`config.mk`:
```
export PLATFORM = sky130hd
export DESIGN_NAME = serial_paralelo_2b
export DESIGN_NICKNAME = d
export VERILOG_FILES = /design/src/rtl/serial_pkg.sv /design/src/rtl/serial_align_fsm.sv /design/src/rtl/serial_paralelo_2b.sv
export SDC_FILE = /design/constraint.sdc
export NUM_CORES = 1
export LEC_CHECK = 0
export BUFFER_PORTS_ARGS = -buffer_cell sky130_fd_sc_hd__buf_2
export CAP_MARGIN = 40
export CELL_PAD_IN_SITES_DETAIL_PLACEMENT = 1
export CELL_PAD_IN_SITES_GLOBAL_PLACEMENT = 1
export CORE_ASPECT_RATIO = 1.1
export CORE_MARGIN = 8
export CORE_UTILIZATION = 46
export CTS_BUF_LIST = sky130_fd_sc_hd__clkbuf_4
export DETAILED_ROUTE_END_ITERATION = 7
export GPL_TIMING_DRIVEN = 0
export HOLD_SLACK_MARGIN = 0.02
export PLACE_DENSITY_LB_ADDON = 0.08
export SETUP_SLACK_MARGIN = 0.3
export SYNTH_ARGS = -nofsm -noshare
export SYNTH_HDL_FRONTEND = slang
export SYNTH_SLANG_ARGS = --single-unit
```
`constraint.sdc`:
```
create_clock -name clk16f -period 2.25 [get_ports clk16f]
set_clock_uncertainty 0.05 [all_clocks]
set_input_delay 0.675 -clock clk16f [delete_from_list [all_inputs] [get_ports clk16f]]
set_output_delay 0.675 -clock clk16f [all_outputs]
set_load 0.02 [all_outputs]
```
`src/rtl/serial_pkg.sv`:
```
// Shared constants, state encoding and word decode for the 2-bit serial receive path.
package serial_pkg;

  localparam logic [7:0] COMMA_BC   = 8'hBC;
  localparam int         SYM_DIBITS = 4;
  localparam int         PHASE_W    = $clog2(SYM_DIBITS);

  localparam logic [PHASE_W-1:0] PHASE_LAST = PHASE_W'(SYM_DIBITS - 1);
  localparam logic [8:0]         IDLE_WORD  = {1'b0, COMMA_BC};

  typedef enum logic [1:0] {
    ST_HUNT   = 2'd0,
    ST_ALIGN  = 2'd1,
    ST_LOCKED = 2'd2
  } align_state_e;

  // The comma is reserved, so it always decodes as idle regardless of the valid bit.
  function automatic logic [8:0] decode_word(input logic [7:0] win);
    return (win == COMMA_BC) ? IDLE_WORD : {1'b1, win};
  endfunction

endpackage

```
`src/rtl/serial_align_fsm.sv`:
```
// Symbol alignment FSM: hunts for a comma window, then counts aligned commas until lock.
module serial_align_fsm
  import serial_pkg::*;
#(
  parameter int unsigned BC_LOCK_COUNT = 4
) (
  input  logic               clk,
  input  logic               rst_n,
  input  logic               win_is_bc,
  input  logic [PHASE_W-1:0] phase,
  output align_state_e       state,
  output logic [3:0]         bc_cnt,
  output logic               active
);

  localparam logic [3:0] LOCK_CNT = 4'(BC_LOCK_COUNT);

  align_state_e state_q, state_d;
  logic [3:0]   bc_cnt_q, bc_cnt_d;
  logic [3:0]   bc_cnt_inc;

  assign bc_cnt_inc = bc_cnt_q + 4'd1;

  // NOTE: state flops use non-blocking assignments so every flop samples pre-edge values.
  always_ff @(posedge clk or negedge rst_n) begin
    if (!rst_n) begin
      state_q  <= ST_HUNT;
      bc_cnt_q <= '0;
    end else begin
      state_q  <= state_d;
      bc_cnt_q <= bc_cnt_d;
    end
  end

  // NOTE: defaults assigned first so no path through this block can infer a latch.
  always_comb begin
    state_d  = state_q;
    bc_cnt_d = bc_cnt_q;
    unique case (state_q)
      ST_HUNT: begin
        if (win_is_bc) begin
          bc_cnt_d = 4'd1;
          state_d  = (LOCK_CNT == 4'd1) ? ST_LOCKED : ST_ALIGN;
        end
      end
      ST_ALIGN: begin
        if (phase == PHASE_LAST) begin
          if (win_is_bc) begin
            bc_cnt_d = bc_cnt_inc;
            if (bc_cnt_inc == LOCK_CNT) state_d = ST_LOCKED;
          end else begin
            bc_cnt_d = '0;
            state_d  = ST_HUNT;
          end
        end
      end
      ST_LOCKED: state_d = ST_LOCKED;
      default: begin
        state_d  = ST_HUNT;
        bc_cnt_d = '0;
      end
    endcase
  end

  assign state  = state_q;
  assign bc_cnt = bc_cnt_q;
  assign active = (state_q == ST_LOCKED);

endmodule

```
`src/rtl/serial_paralelo_2b.sv`:
```
// 2-bit serial to 9-bit parallel receiver: comma alignment, symbol rebuild and one-cycle word strobe.
module serial_paralelo_2b
  import serial_pkg::*;
#(
  parameter int unsigned BC_LOCK_COUNT = 4
) (
  input  logic       clk16f,
  input  logic       reset_L,
  input  logic [1:0] serial,
  output logic [8:0] paralelo,
  output logic       paralelo_valid,
  output logic       active
);

  logic [5:0]         sh_q;
  logic [PHASE_W-1:0] phase_q, phase_d;
  logic [8:0]         paralelo_q, paralelo_d;
  logic               valid_q, valid_d;

  logic [7:0]   win;
  logic         win_is_bc;
  logic         boundary;
  align_state_e state;
  logic [3:0]   bc_cnt;

  assign win       = {sh_q, serial};
  assign win_is_bc = (win == COMMA_BC);

  serial_align_fsm #(
    .BC_LOCK_COUNT(BC_LOCK_COUNT)
  ) u_align (
    .clk      (clk16f),
    .rst_n    (reset_L),
    .win_is_bc(win_is_bc),
    .phase    (phase_q),
    .state    (state),
    .bc_cnt   (bc_cnt),
    .active   (active)
  );

  // bc_cnt is zero exactly while hunting; the phase restarts from the edge that finds a comma.
  assign phase_d  = (bc_cnt == 4'd0) ? '0 : phase_q + 1'b1;
  assign boundary = (state == ST_LOCKED) && (phase_q == PHASE_LAST);

  always_comb begin
    paralelo_d = paralelo_q;
    valid_d    = boundary;
    if (boundary) paralelo_d = decode_word(win);
  end

  always_ff @(posedge clk16f or negedge reset_L) begin
    if (!reset_L) begin
      sh_q       <= '0;
      phase_q    <= '0;
      paralelo_q <= '0;
      valid_q    <= 1'b0;
    end else begin
      sh_q       <= {sh_q[3:0], serial};
      phase_q    <= phase_d;
      paralelo_q <= paralelo_d;
      valid_q    <= valid_d;
    end
  end

  assign paralelo       = paralelo_q;
  assign paralelo_valid = valid_q;

endmodule

```
==> reports/results.txt <==
IO Count -> 15
layout cell share with drive strength beyond 1 -> 40.0%
origin of the worst setup path -> serial[0]
nets@finish -> 103
Synth Instances -> 76
CTS buffer count -> 3
R2R setup slack -> 0.37 ns
Fillers -> 207
vias in the first global route -> 735
CTS tree -> yes
CP Capture Type -> flip-flop
DRC violations left -> 0
syn nets -> 83
Final setup viols -> 0
#FFs+latches synth -> 24
via count -> 656
Clock Latency Late Sink -> 0.32 ns
wire per inst -> 17.1 um
post-synth top area cell -> dfrtp_1
Cell variety after synth -> 28
number of antenna violations at the first check in global routing -> 0
Final Hold Viols -> 0
Pins Over Slew Limit -> 0
post-synth top area share -> 60.7%
total grt overflow -> 0
RSZ-0062 raised after global routing -> false
starting density of the core -> 49.0%
pin count of the biggest net entering global routing -> 25
crit path DAT -> 2.13 ns
Worst Tran Pin Value -> 0.537 ns
Core Region -> 2020 um2
fin area -> 1180 um2
dpl ws -> -0.0177 ns
CTS root buffer -> clkbuf_4
maximum clock frequency -> 522 MHz
YS warnings -> 0
clk slew on worst S/H paths -> 0.14 ns
register area -> 602 um2
DRT antenna net count -> 0
first drt pass iteration count -> 4
Overall Power -> 0.808 mW
max-cap viol count -> 0
first-pass GRT wire length -> 3680 um
Post-DP HPWL -> 1490 um
drt total wl -> 2100 um
# clock sinks -> 24
CP Capture Point -> u_align.bc_cnt[0]$_DFFE_PN0P_
R2R Path End -> u_align.bc_cnt[0]$_DFFE_PN0P_
period utilisation layout -> 85.2%
Crit Path Category -> in -> reg
Area after DPL -> 1090 um2
register area share after synthesis -> 60.7%
cts hold-fix bufs -> 0
Final Critical Period -> 1.92 ns
worst min path class -> in -> async
gpl congestion -> 0.781
CP startpoint kind -> input pin
n_diodes -> 0
die area -> 3890 um2
largest cells by area after synthesis -> dfrtp_1 61%, mux2_2 9.1%, ha_1 3.8%, o31a_2 2.0%, inv_1 1.9%
area grow syn2layout -> 19.1%
Synth Cell Area -> 990 um2
Die X -> 60.2 um
I/O Buffers -> 14
footprint of the multi-input gates -> 374 um2
Die Span Y -> 64.7 um
worst r2r src -> sh_q[4]$_DFF_PN0_
Rows -> 17
Syn Area/Cell -> 13.0 um2
run status -> finished, final reports clean
Reg2Reg Depth -> 4
leak pwr -> 0.544 nW
DRT iter0 DRCs -> 14
setup ws final -> 0.333 ns
total global-route track usage -> 12.5%
H-Tree Depth -> 1
P per Cell Area -> 685 nW/um2
clk buf depth -> 2
Peak supply drop -> 0.466 mV
Slew headroom -> 64.2%
WP data required -> 2.46 ns
vias per cell -> 5.33
critical-path maximum fanout -> 5
layout by cell type, fill, tap and decap left out, drive strengths merged, types with 2 or more instances in the layout:
master / Yosys / routed
nand4: 2 / 2
nor2b: 2 / 2
o31a: 2 / 2
o22ai: 3 / 3
clkbuf: 1 / 3
ha: 3 / 3
o2bb2ai: 2 / 2
nor2: 5 / 5
inv: 5 / 5
dfrtp: 24 / 24
nand2: 3 / 3
buf: 1 / 17
mux2: 9 / 9
nand3: 2 / 2
metrics by stage:
stage	hold WS, ns	instances	util (%)	setup TNS [ns]
2_1_floorplan	0.320	76	-	0
3_3_place_gp	0.338	118	54.2	-0.00268
3_5_place_dp	0.346	118	54.2	-0.0272
4_1_cts	0.274	123	57.7	0
5_1_grt	0.282	123	58.3	0
6_report	0.262	123	58.3	0
per-layer routing:
layer	up-vias	track usage, %	wire length (um)
li1	311	-	-
met1	328	17.4	992
met5	-	0	0
met2	13	17.2	963
met4	0	5.37	33
met3	4	3.75	109
state kept, by name, summed over array words and instances (netlist names):
name	flops
u_align.state	2
paralelo_valid	1
u_align.bc_cnt	4
phase_q	2
sh_q	6
paralelo	9
layout make-up:
type	count	area share, %
Clock inverter	1	2.55
Inverter	5	1.59
Sequential cell	24	51.1
Multi-Input combinational cell	45	31.7
Buffer	2	1.38
Tap cell	28	2.97
Clock buffer	3	1.91
Timing Repair Buffer	15	6.79
worst min path at each step:
stage                      startpoint                       end  slack (ns)
global route                  reset_L   paralelo[6]$_DFFE_PN0P_        0.28
finish                        reset_L  paralelo_valid$_DFF_PN0_        0.26
global placement    sh_q[0]$_DFF_PN0_         sh_q[2]$_DFF_PN0_        0.34
floorplan           sh_q[0]$_DFF_PN0_         sh_q[2]$_DFF_PN0_        0.32
CTS                           reset_L  paralelo_valid$_DFF_PN0_        0.27
detailed placement  sh_q[2]$_DFF_PN0_         sh_q[4]$_DFF_PN0_        0.35
power breakdown:
part	switching [mW]	internal, mW	leakage, nW
Sequential	0.00767	0.444	0.278
Combinational	0.0255	0.0132	0.239
Clock	0.137	0.180	0.0279
cells in the mapped netlist, drive strengths merged:
cell type  instances
dfrtp             24
mux2               9
inv                5
nor2               5
ha                 3
nand2              3
o22ai              3
nand3              2
nand4              2
nor2b              2
o2bb2ai            2
o31a               2
a21boi             1
a21oi              1
a22oi              1
and3               1
buf                1
clkbuf             1
nand2b             1
nand3b             1
nor3               1
o21ai              1
o311ai             1
o31ai              1
or3                1
or4b               1
worst max-delay path, cell delays in order:
cell	delay, ns
buf_2	0.11
or4b_4	0.55
or3_4	0.44
mux2_4	0.27
o22ai_2	0.08
timing repair:
action | 4_1_cts | 5_1_grt
pin swaps | 0 | 0
setup endpoints to repair | 2 | 2
setup buffers | 1 | 0
gates cloned | 0 | 0
resized for setup | 4 | 6
cells by family (layout without fill, tap and decap cells):
kind of cell | after synthesis | in the layout | share of synthesized area (%)
DFF | 24 | 24 | 60.7
AOI/OAI and AO/OA | 13 | 13 | 10.5
buffers and inverters | 7 | 26 | 2.78
and+or+nand+nor | 20 | 20 | 11.6
adders and majority gates | 3 | 3 | 3.79
muxes | 9 | 9 | 10.6
(Power assumes the default switching activity.)
